===== src/rtl/mem_lsu.sv =====
// mem_lsu: MEM-stage load/store unit; latches one access, runs a valid/ready bus request, returns aligned load data.
// Build option: define LSU_MISALIGN_TRAP_EN to trap misaligned accesses instead of silently aligning them.
//
// state | meaning
// IDLE  | no access in flight; latches the access on go
// REQ   | dbus_req_valid high, fields held until the handshake
// WAIT  | request accepted, waiting for a response or timeout
// DONE  | one-cycle completion pulse, pipeline advances
module mem_lsu #(
    parameter int TIMEOUT = 256
) (
    input  logic        clk,
    input  logic        rst,
    input  logic        mem_valid,
    input  logic        mem_mem_ena,
    input  logic        mem_mem_wen,
    input  logic [3:0]  mem_mem_mask,
    input  logic [63:0] mem_alu_result,
    input  logic [63:0] mem_rf_rdata2,
    output logic        lsu_stall,
    output logic        lsu_done,
    output logic [63:0] lsu_rdata,
    output logic        lsu_fault,
    output logic        lsu_misalign,
    output logic        dbus_req_valid,
    input  logic        dbus_req_ready,
    output logic [63:0] dbus_req_addr,
    output logic        dbus_req_wen,
    output logic [7:0]  dbus_req_wstrb,
    output logic [63:0] dbus_req_wdata,
    input  logic        dbus_rsp_valid,
    input  logic [63:0] dbus_rsp_rdata,
    input  logic        dbus_rsp_err
);

    typedef enum logic [1:0] {
        S_IDLE = 2'd0,
        S_REQ  = 2'd1,
        S_WAIT = 2'd2,
        S_DONE = 2'd3
    } state_t;

    localparam int CW = (TIMEOUT > 1) ? $clog2(TIMEOUT) : 1;
    localparam logic [CW-1:0] CNT_LOAD = (TIMEOUT > 0) ? CW'(TIMEOUT - 1) : '0;

    state_t        state_q, state_d;
    logic [CW-1:0] cnt_q, cnt_d;
    logic [63:0]   addr_q, addr_d;
    logic [1:0]    size_q, size_d;
    logic          ext_q, ext_d;
    logic          wen_q, wen_d;
    logic [63:0]   wdata_q, wdata_d;
    logic [63:0]   rdata_q, rdata_d;
    logic          fault_q, fault_d;
`ifdef LSU_MISALIGN_TRAP_EN
    logic          misalign_q, misalign_d;
    logic          misaligned;
`endif

    logic        go;
    logic [2:0]  low_mask;
    logic [63:0] addr_in;
    logic [63:0] rsp_shift;
    logic [63:0] load_data;
    logic [7:0]  strb_base;
    logic [63:0] wdata_rep;
    logic        req_active;
    logic        done_active;
    logic        unused_mask3;

    assign unused_mask3 = mem_mem_mask[3];
    assign go = mem_valid & mem_mem_ena;

    always_comb begin
        case (mem_mem_mask[1:0])
            2'b00:   low_mask = 3'b000;
            2'b01:   low_mask = 3'b001;
            2'b10:   low_mask = 3'b011;
            default: low_mask = 3'b111;
        endcase
    end

    // Address bits below the access size are always cleared; in the trap build a
    // misaligned access never reaches the bus, so the cleared copy is never used there.
    assign addr_in = {mem_alu_result[63:3], mem_alu_result[2:0] & ~low_mask};
`ifdef LSU_MISALIGN_TRAP_EN
    assign misaligned = |(mem_alu_result[2:0] & low_mask);
`endif

    assign rsp_shift = dbus_rsp_rdata >> {addr_q[2:0], 3'b000};

    always_comb begin
        case (size_q)
            2'b00:   load_data = {{56{~ext_q & rsp_shift[7]}},  rsp_shift[7:0]};
            2'b01:   load_data = {{48{~ext_q & rsp_shift[15]}}, rsp_shift[15:0]};
            2'b10:   load_data = {{32{~ext_q & rsp_shift[31]}}, rsp_shift[31:0]};
            default: load_data = rsp_shift;
        endcase
    end

    always_comb begin
        case (size_q)
            2'b00: begin
                strb_base = 8'h01;
                wdata_rep = {8{wdata_q[7:0]}};
            end
            2'b01: begin
                strb_base = 8'h03;
                wdata_rep = {4{wdata_q[15:0]}};
            end
            2'b10: begin
                strb_base = 8'h0F;
                wdata_rep = {2{wdata_q[31:0]}};
            end
            default: begin
                strb_base = 8'hFF;
                wdata_rep = wdata_q;
            end
        endcase
    end

    assign req_active  = (state_q == S_REQ);
    assign done_active = (state_q == S_DONE);

    assign dbus_req_valid = req_active;
    assign dbus_req_addr  = req_active ? {addr_q[63:3], 3'b000} : 64'd0;
    assign dbus_req_wen   = req_active & wen_q;
    assign dbus_req_wstrb = req_active ? (strb_base << addr_q[2:0]) : 8'd0;
    assign dbus_req_wdata = req_active ? wdata_rep : 64'd0;

    // Stall is gated by rst so every output reads 0 while reset is held.
    assign lsu_stall = ~rst & (((state_q == S_IDLE) & go) | req_active | (state_q == S_WAIT));
    assign lsu_done  = done_active;
    assign lsu_rdata = done_active ? rdata_q : 64'd0;
    assign lsu_fault = done_active & fault_q;
`ifdef LSU_MISALIGN_TRAP_EN
    assign lsu_misalign = done_active & misalign_q;
`else
    assign lsu_misalign = 1'b0;
`endif

    always_comb begin
        state_d = state_q;
        cnt_d   = cnt_q;
        addr_d  = addr_q;
        size_d  = size_q;
        ext_d   = ext_q;
        wen_d   = wen_q;
        wdata_d = wdata_q;
        rdata_d = rdata_q;
        fault_d = fault_q;
`ifdef LSU_MISALIGN_TRAP_EN
        misalign_d = misalign_q;
`endif
        case (state_q)
            S_IDLE: begin
                if (go) begin
                    addr_d  = addr_in;
                    size_d  = mem_mem_mask[1:0];
                    ext_d   = mem_mem_mask[2];
                    wen_d   = mem_mem_wen;
                    wdata_d = mem_rf_rdata2;
                    rdata_d = 64'd0;
                    fault_d = 1'b0;
`ifdef LSU_MISALIGN_TRAP_EN
                    misalign_d = misaligned;
                    state_d    = misaligned ? S_DONE : S_REQ;
`else
                    state_d = S_REQ;
`endif
                end
            end
            S_REQ: begin
                if (dbus_req_ready) begin
                    state_d = S_WAIT;
                    cnt_d   = CNT_LOAD;
                end
            end
            S_WAIT: begin
                if (dbus_rsp_valid) begin
                    state_d = S_DONE;
                    fault_d = dbus_rsp_err;
                    rdata_d = (dbus_rsp_err | wen_q) ? 64'd0 : load_data;
                end else if ((TIMEOUT != 0) && (cnt_q == '0)) begin
                    state_d = S_DONE;
                    fault_d = 1'b1;
                    rdata_d = 64'd0;
                end else begin
                    cnt_d = cnt_q - CW'(1);
                end
            end
            S_DONE: begin
                state_d = S_IDLE;
            end
            default: begin
                state_d = S_IDLE;
            end
        endcase
    end

    always_ff @(posedge clk or posedge rst) begin
        if (rst) begin
            state_q <= S_IDLE;
            cnt_q   <= '0;
            addr_q  <= 64'd0;
            size_q  <= 2'd0;
            ext_q   <= 1'b0;
            wen_q   <= 1'b0;
            wdata_q <= 64'd0;
            rdata_q <= 64'd0;
            fault_q <= 1'b0;
`ifdef LSU_MISALIGN_TRAP_EN
            misalign_q <= 1'b0;
`endif
        end else begin
            state_q <= state_d;
            cnt_q   <= cnt_d;
            addr_q  <= addr_d;
            size_q  <= size_d;
            ext_q   <= ext_d;
            wen_q   <= wen_d;
            wdata_q <= wdata_d;
            rdata_q <= rdata_d;
            fault_q <= fault_d;
`ifdef LSU_MISALIGN_TRAP_EN
            misalign_q <= misalign_d;
`endif
        end
    end

endmodule

===== config.mk =====
export PLATFORM = sky130hd
export DESIGN_NAME = mem_lsu
export DESIGN_NICKNAME = d
export VERILOG_FILES = /design/src/rtl/mem_lsu.sv
export SDC_FILE = /design/constraint.sdc
export NUM_CORES = 1
export LEC_CHECK = 0
export ABC_AREA = 0
export BUFFER_PORTS_ARGS = -buffer_cell sky130_fd_sc_hd__buf_2
export CAP_MARGIN = 15
export CORE_UTILIZATION = 50
export CTS_BUF_LIST = sky130_fd_sc_hd__clkbuf_8
export DETAILED_ROUTE_END_ITERATION = 16
export PLACE_DENSITY = 0.84
export SETUP_SLACK_MARGIN = 0.15
export SYNTH_ARGS = -nofsm -noshare
export SYNTH_HDL_FRONTEND = slang
export SYNTH_SLANG_ARGS = --single-unit
export TNS_END_PERCENT = 1

===== constraint.sdc =====
create_clock -name clk -period 12.7 [get_ports clk]
set_clock_uncertainty 0.15 [all_clocks]
set_input_delay 1.905 -clock clk [delete_from_list [all_inputs] [get_ports clk]]
set_output_delay 1.905 -clock clk [all_outputs]
set_load 0.01 [all_outputs]

==> results.cfg, run 1 <==
[floorplanning]
core_mm2 = 0.0236
start_util = 0.513
die_x_um = 158
die_h_um = 158
die-area_mm2 = 0.0248
ios = 410
rows = 56

[power]
combPwrFrac = 0.496
clkPwrFrac = 0.166
intPower_mw = 2.11
power_frac_seq = 0.338
p_per_area_mw_per_mm2 = 246
ir_worst_vdd_mv = 0.147
power.net_switching_mw = 1.56
netSwitchingFraction = 0.425
leakagePower_nw = 7.28
power_mw = 3.68

[timing]
hold_viol = 0
drv_slew = 0
worst_pin_slew_ns = 1.17
fin_setup_tns_ns = 0
max_freq_mhz = 174
setup-violations-final = 0
fin_crit_ns = 5.75
fin_crit_sh = 0.453
rsz0062_at_grt = no
slew-limit-headroom = 0.219

[yosys]
yosysWarnings = 0
synth_ff_type = dfrtp_1
synthCells = 1189
synthArstFlopShare = 1.00
synth_cell_types = 46
synth_edf_count = 0
syn_area_per_cell_um2 = 10.2
synth-seq-cells = 207
syn_area_mm2 = 0.0121
seq_area_frac_synth = 0.428

[detailed_routing]
vias = 10942
routed_wl_um = 39600
routedWlPerCell_um = 21.0
antenna_left = 0
drtIter0Drc = 972
dr.pass1.iters = 6
via_per_inst = 5.79
drc = 0

[critical_path]
cp_slowest_stage_delay_ns = 0.94
path_buf_inv = 2
cp.required_ns = 10.64
path_class = register to output port
critPathLaunchType = register
path_max_fanout = 42
crit_arrival_ns = 3.70
crit_chain = inv_1 > nor2_2 > a222oi_1 > nor2_1 > buf_2
critPathSlowestCell = dfrtp_2
worst_path_dominant_cell_family = simple AND/OR/NAND/NOR gates
end_kind = output port

[clock_tree]
cts_setup_buffers = 0
clock_sinks = 207
clkSlewWorstSetupHoldPaths_ns = 0.06
max-clock-path-buffers = 3
numCtsBuffers = 37
cts-root-buf = clkbuf_8
h-tree-depth = 2
cts_resized = 0
cts_tree = built
clk_latency_ns = 0.53
postCtsHoldBufs = 0

[global_routing]
antenna_found_initial = 13
grt.overflow.total = 0
grt_first_pass_wirelength_um = 59100
grt_start_max_net_pins = 136
first_global_vias = 10777
grt_usage = 0.313

[placed_design]
dp_hpwl_um = 27500
port_buffers = 404
gp_congestion = 0.986

[layout]
num-nets-final = 1746
drive_above_1_share = 0.417
area_growth_pct = 23.6
multi_input_area_mm2 = 0.00645
ff_latch_area_mm2 = 0.00519
final_core_util = 0.634
nFillCells = 1904

[min_path]
holdCritPathClass = register to register

[run_status]
run_status = complete, no violations

[job]
maxCapViolations = 0
cell usage after synthesis (2+ instances only):
| library cell | instances | area (um2) |
|---|---|---|
| a21boi_0 | 2 | 15.0 |
| buf_2 | 12 | 60.1 |
| inv_1 | 10 | 37.5 |
| nor2b_1 | 5 | 31.3 |
| and2_1 | 145 | 907 |
| buf_1 | 10 | 37.5 |
| buf_6 | 2 | 22.5 |
| dfrtp_1 | 207 | 5180 |
| o21ai_0 | 88 | 440 |
| nand2b_1 | 7 | 43.8 |
| o31ai_1 | 9 | 67.6 |
| a222oi_1 | 8 | 80.1 |
| ha_1 | 7 | 87.6 |
| a21oi_1 | 59 | 295 |
| nor3_1 | 5 | 25.0 |
| nor2_1 | 46 | 173 |
| o221ai_1 | 7 | 61.3 |
| mux2_2 | 147 | 1660 |
| xnor2_1 | 6 | 52.6 |
| nand3_1 | 4 | 20.0 |
| a2111oi_0 | 3 | 26.3 |
| clkbuf_1 | 86 | 323 |
| a31oi_1 | 8 | 50.1 |
| mux2i_1 | 96 | 961 |
| or2_2 | 3 | 18.8 |
| nand2_1 | 121 | 454 |
| o32ai_1 | 2 | 17.5 |
| buf_4 | 4 | 30.0 |
| mux4_2 | 18 | 405 |
| a22o_1 | 3 | 26.3 |
| o22ai_1 | 14 | 87.6 |
| or3_1 | 3 | 18.8 |
| a221o_1 | 23 | 230 |
| a211oi_1 | 7 | 52.6 |
stage by stage:
step | area (um2) | std cells | hold slack [ns] | setup WS, ns
after global routing | 15000 | 1889 | 0.336 | 6.68
after global placement | 14200 | 1813 | 0.302 | 7.49
after CTS | 14900 | 1876 | 0.322 | 6.94
after floorplan | 12100 | 1192 | 0.290 | 4.99
final | 15000 | 1890 | 0.318 | 6.95
after detailed placement | 14200 | 1813 | 0.309 | 7.44
placed cells by master (no fill, tap or decap), drive strengths merged, types with 9 or more instances in the layout:
| cell type | n |
|---|---|
| o31ai | 9 |
| buf | 418 |
| dfrtp | 207 |
| mux2 | 147 |
| clkbuf | 46 |
| a221o | 23 |
| nand2 | 121 |
| a21oi | 59 |
| inv | 27 |
| and2 | 145 |
| mux4 | 18 |
| mux2i | 96 |
| o21ai | 88 |
| o22ai | 14 |
| nor2 | 46 |
| diode | 12 |
layout make-up:
cell class / instances / share of cell area
multi-input cells: 860 / 0.431
flip-flops and latches: 207 / 0.347
repair buffers: 418 / 0.143
clock buffers: 46 / 0.0423
well taps: 319 / 0.0267
clock inverters: 17 / 0.00518
inverters: 11 / 0.00326
diodes: 12 / 0.00201
routing by layer:
metal	track usage	up-vias	wire [um]
li1	-	4910	-
met1	0.367	5302	14600
met2	0.525	595	19600
met3	0.0747	131	3330
met4	0.178	4	2070
met5	0	-	27
worst register-to-register path: stages, from the launching register on:
cell     delay (ns)
dfrtp_2        0.72
inv_1          0.79
nand2_1        0.56
o32ai_1        0.50
and2_1         0.66
a221o_1        0.22
sequential cells by signal, summed over array words and instances (netlist names):
signal   flops
ext_q        1
state_q      2
fault_q      1
wen_q        1
wdata_q     64
size_q       2
addr_q      64
rdata_q     64
cnt_q        8
logic make-up after synthesis:
logic type,after synthesis,synth area share
AO/OA/AOI/OAI,239,0.125
XOR/XNOR,7,0.00507
adder cells (fa/ha/maj),7,0.00724
buffers and inverters,125,0.0425
flip-flops,207,0.428
multiplexers,261,0.250
other,1,0.000310
AND/OR/NAND/NOR,342,0.142
final timing paths:
| path | from | slack (ns) | cells after the start | end |
|---|---|---|---|---|
| max | size_q[1] | 6.95 | 5 | dbus_req_wdata[45] |
| min | rdata_q[57] | 0.32 | 2 | rdata_q[57] |
| max reg2reg | size_q[1] | 9.02 | 5 | rdata_q[30] |
| min reg2reg | rdata_q[57] | 0.32 | 2 | rdata_q[57] |
| max in group asynchronous | rst | 9.40 | 3 | rdata_q[15] |
| min in group asynchronous | rst | 1.44 | 2 | addr_q[3] |
power groups by stage:
stage	clock [mW]	sequential, mW	combinational (mW)
6_report	0.609	1.24	1.83
5_1_grt	0.651	1.28	1.98
4_1_cts	0.619	1.23	1.80
3_5_place_dp	0	1.24	1.78
3_3_place_gp	0	1.22	1.74
2_1_floorplan	0	1.08	1.36
Power figures use the tool's default switching activity.
==> run 2: changes to the inputs <==
Clock period 12.7 ns to 6 ns, I/O delays scaled along.
==> run 2 against run 1 <==
First-iteration DRC count fell by 15%. Cell count is 0.63% higher. Die area unchanged. Critical path depth grew 1. Utilization up 0.50 points. Critical path type unchanged. Routed wire length grew 2.4%. Sequential power is 120% higher. Via count grew 0.42%.
==> results.cfg, run 2 (same netlist as run 1, synthesis figures left out) <==
[floorplanning]
rows = 56
die-area_mm2 = 0.0248
core_mm2 = 0.0236
die_h_um = 158
ios = 410
start_util = 0.513
die_x_um = 158

[placed_design]
port_buffers = 404
dp_hpwl_um = 28100
gp_congestion = 0.948
placed_area_mm2 = 0.0142

[timing]
hold_viol = 0
setup-violations-final = 0
drv_slew = 0
fin_crit_sh = 0.743
fin_setup_tns_ns = 0
worst_pin_slew_ns = 1.16
max_freq_mhz = 224
rsz0062_at_grt = no
fin_crit_ns = 4.46
slew-limit-headroom = 0.227

[critical_path]
path_max_fanout = 42
r2r_cells = 6
regToRegSetupSlack_ns = 2.49
crit_arrival_ns = 3.41
r2r-start = size_q[1]
critPathLaunchType = register
end_kind = output port
r2r-end = rdata_q[20]
cp.required_ns = 4.95
path_class = register to output port

[layout]
nFillCells = 1944
reg_top3 = addr_q x64, rdata_q x64, wdata_q x64
design_area_mm2 = 0.0151
num-nets-final = 1751
layout_common_cells = 404 x buf_2, 202 x dfrtp_1, 147 x mux2_2
layout_commonest_cell = buf_2
drive_above_1_share = 0.421
area_growth_pct = 24.6

[detailed_routing]
routedWlPerCell_um = 21.3
antenna_left = 0
routed_wl_um = 40600
vias = 10988
dr.pass1.iters = 8
drtIter0Drc = 828
drc = 0
via_per_inst = 5.78

[clock_tree]
cts_setup_buffers = 0
cts_tree = built
cts-root-buf = clkbuf_8
clkSlewWorstSetupHoldPaths_ns = 0.06
clock_sinks = 207
postCtsHoldBufs = 0
cts_resized = 0
numCtsBuffers = 39
clk_latency_ns = 0.54
h-tree-depth = 2
max-clock-path-buffers = 3

[global_routing]
antenna_found_initial = 18
grt_start_max_net_pins = 111
first_global_vias = 10903
grt_first_pass_wirelength_um = 60900
grt.overflow.total = 0
grt_usage = 0.322

[min_path]
holdCritPathClass = input port to async pin

[power]
ir_worst_vdd_mv = 0.323
p_per_area_mw_per_mm2 = 521
leakagePower_nw = 7.32

[job]
maxCapViolations = 0

[run_status]
run_status = complete, no violations
[run 2: cell types whose count changed in the layout (fill, tap and decap cells not counted)]
cell	change
inv_1	-1
buf_12	+2
buf_6	-1
clkinvlp_4	+2
clkbuf_8	+6
buf_4	+3
inv_8	-2
diode_2	+4
buf_8	-1
[run 2: through the flow]
stage          hold slack, ns  worst slack (ns)  power [mW]  utilization  instances
6_report                0.154              1.54        7.86        0.639       1902
5_1_grt                 0.144              1.37        8.35        0.639       1901
4_1_cts                 0.325              1.58        7.83        0.636       1884
3_5_place_dp            0.313              2.17        6.40        0.603       1816
3_3_place_gp            0.302              2.20        6.26        0.603       1816
2_1_floorplan           0.290              2.26        5.17            -       1192
[run 2: final cells by class]
class                           count  area [um2]  area share
Multi-Input combinational cell    860        6450       0.428
Sequential cell                   207        5190       0.344
Timing Repair Buffer              421        2170       0.144
Clock buffer                       52         716      0.0475
Tap cell                          319         399      0.0265
Clock inverter                     16        70.1     0.00465
Inverter                           11        45.0     0.00299
Antenna cell                       16        40.0     0.00265
[run 2: worst max-delay path, cell delays in order (launching register included)]
cell	delay, ns
dfrtp_2	0.33
buf_4	0.41
inv_1	0.52
nor2_2	0.96
a222oi_1	0.20
nor2_1	0.24
buf_2	0.18
[run 2: worst max-delay path by stage]
stage / cells past startpoint / endpoint / start / slack (ns)
global placement: 6 / dbus_req_wdata[47] / size_q[1] / 2.20
detailed placement: 6 / dbus_req_wdata[47] / size_q[1] / 2.17
CTS: 6 / dbus_req_wdata[47] / size_q[1] / 1.58
global route: 6 / dbus_req_wdata[47] / size_q[1] / 1.37
floorplan: 1 / addr_q[0] / rst / 2.26
finish: 6 / dbus_req_wdata[45] / size_q[1] / 1.54
[run 2: layer usage]
layer | vias to the layer above | GRT usage | wire length [um]
li1 | 4927 | - | -
met1 | 5266 | 0.383 | 15000
met2 | 649 | 0.525 | 19600
met3 | 144 | 0.0794 | 3720
met4 | 2 | 0.202 | 2200
met5 | - | 0 | 10
[run 2: where the power goes]
group          switching (mW)  internal [mW]  total [mW]  leakage (nW)
logic                    2.08           1.71        3.78          4.30
clock network           0.620          0.771        1.39         0.452
registers               0.641           2.05        2.69          2.57
total                    3.34           4.53        7.86          7.32
==> run 3: changes to the inputs <==
Clock period 6 ns to 4.5 ns, I/O delays scaled along.
==> run 3 against run 2 <==
Routed wire length up 0.56%. Largest power group unchanged. Die area did not move. Via count grew 0.74%. Critical path type unchanged. Flip-flop and latch count unchanged.
==> results.cfg, run 3 (same netlist as run 1, synthesis figures left out) <==
[clock_tree]
clkSlewWorstSetupHoldPaths_ns = 0.07
numCtsBuffers = 39
cts_setup_buffers = 0
max-clock-path-buffers = 3
clk_latency_ns = 0.55
cts_tree = built
clock_sinks = 207
cts-root-buf = clkbuf_8
h-tree-depth = 2

[power]
ir_worst_vdd_mv = 0.456
leakagePower_nw = 7.36
p_per_area_mw_per_mm2 = 710

[timing]
setup-violations-final = 0
slew-limit-headroom = 0.228
hold_viol = 0
worst_pin_slew_ns = 1.16
fin_crit_ns = 3.61
drv_slew = 0
rsz0062_at_grt = no
max_freq_mhz = 277
fin_setup_tns_ns = 0
finalWorstSetupSlack_ns = 0.886
fin_crit_sh = 0.803

[critical_path]
crit_arrival_ns = 2.79
critPathLaunchType = register
path_class = register to output port
cp.required_ns = 3.67
end_kind = output port
path_max_fanout = 90

[layout]
drive_above_1_share = 0.426
layout_common_cells = 404 x buf_2, 202 x dfrtp_1, 147 x mux2_2
ff_latch_area_mm2 = 0.00519
reg_top3 = addr_q x64, rdata_q x64, wdata_q x64
nFillCells = 1862
area_growth_pct = 25.3
multi_input_area_mm2 = 0.00645
layout_commonest_cell = buf_2
num-nets-final = 1753

[detailed_routing]
routedWlPerCell_um = 21.4
drtIter0Drc = 1040
routed_wl_um = 40800
dr.pass1.iters = 5
drc = 0
vias = 11069
antenna_left = 0
via_per_inst = 5.81

[floorplanning]
start_util = 0.513
core_mm2 = 0.0236
die_x_um = 158
die-area_mm2 = 0.0248
die_h_um = 158
rows = 56
ios = 410

[global_routing]
antenna_found_initial = 14
grt_usage = 0.319
grt_first_pass_wirelength_um = 60200
grt.overflow.total = 0
grt_start_max_net_pins = 118
first_global_vias = 10893

[min_path]
holdCritPathClass = input port to register

[run_status]
run_status = complete, no violations

[placed_design]
port_buffers = 404
gp_congestion = 0.967
dp_hpwl_um = 28100
pre_cts_ws_ns = 1.24

[job]
maxCapViolations = 0
run 3: metrics by stage:
step | cells | instance area [um2] | util | hold slack (ns) | total power [mW]
5_1_grt | 1903 | 15200 | 0.642 | 0.190 | 11.4
3_3_place_gp | 1819 | 14200 | 0.603 | 0.301 | 8.38
3_5_place_dp | 1819 | 14200 | 0.603 | 0.310 | 8.58
4_1_cts | 1891 | 15100 | 0.641 | 0.179 | 10.7
2_1_floorplan | 1192 | 12100 | - | 0.290 | 6.89
6_report | 1905 | 15200 | 0.642 | 0.194 | 10.8
run 3: final timing paths:
kind,from,to,slack [ns],cells past startpoint
max,addr_q[0],dbus_req_wstrb[4],0.89,5
min,mem_rf_rdata2[5],wdata_q[5],0.19,2
max reg2reg,addr_q[0],rdata_q[16],1.26,5
min reg2reg,rdata_q[35],rdata_q[35],0.32,2
max in group asynchronous,rst,addr_q[52],2.82,4
min in group asynchronous,rst,state_q[1],0.52,3
run 3: layout make-up:
cell class	count	share of cell area
multi-input cells	860	0.425
flip-flops and latches	207	0.342
repair buffers	423	0.144
clock buffers	51	0.0463
well taps	319	0.0263
clock inverters	20	0.0114
inverters	11	0.00297
diodes	14	0.00231
run 3: per-layer routing:
layer  vias to the layer above  share of wire  GRT usage
met3                       144          0.087     0.0723
met5                         -        0.00032          0
met1                      5336           0.36      0.374
met2                       652           0.49      0.536
met4                         2          0.055      0.192
li1                       4935              -          -
run 3: report_power, final:
group          switching (mW)  total, mW  leakage (nW)  internal (mW)
registers               0.938       3.69          2.57           2.75
clock network           0.866       2.06         0.482           1.19
logic                    2.73       5.02          4.30           2.29
total                    4.54       10.8          7.36           6.23
run 3: critical path, cell delays in order (launching register included):
cell      delay, ns
dfrtp_4        1.12
nor2_1         0.23
a22o_1         0.29
a221oi_1       0.27
nor2_1         0.09
buf_2          0.17
run 3: repair_timing:
action                                  in CTS  in global routing
hold buffers                                 1                  0
endpoints found under the setup margin       0                  0
hold endpoints to repair                     7                  0
gates resized for setup                      0                  0
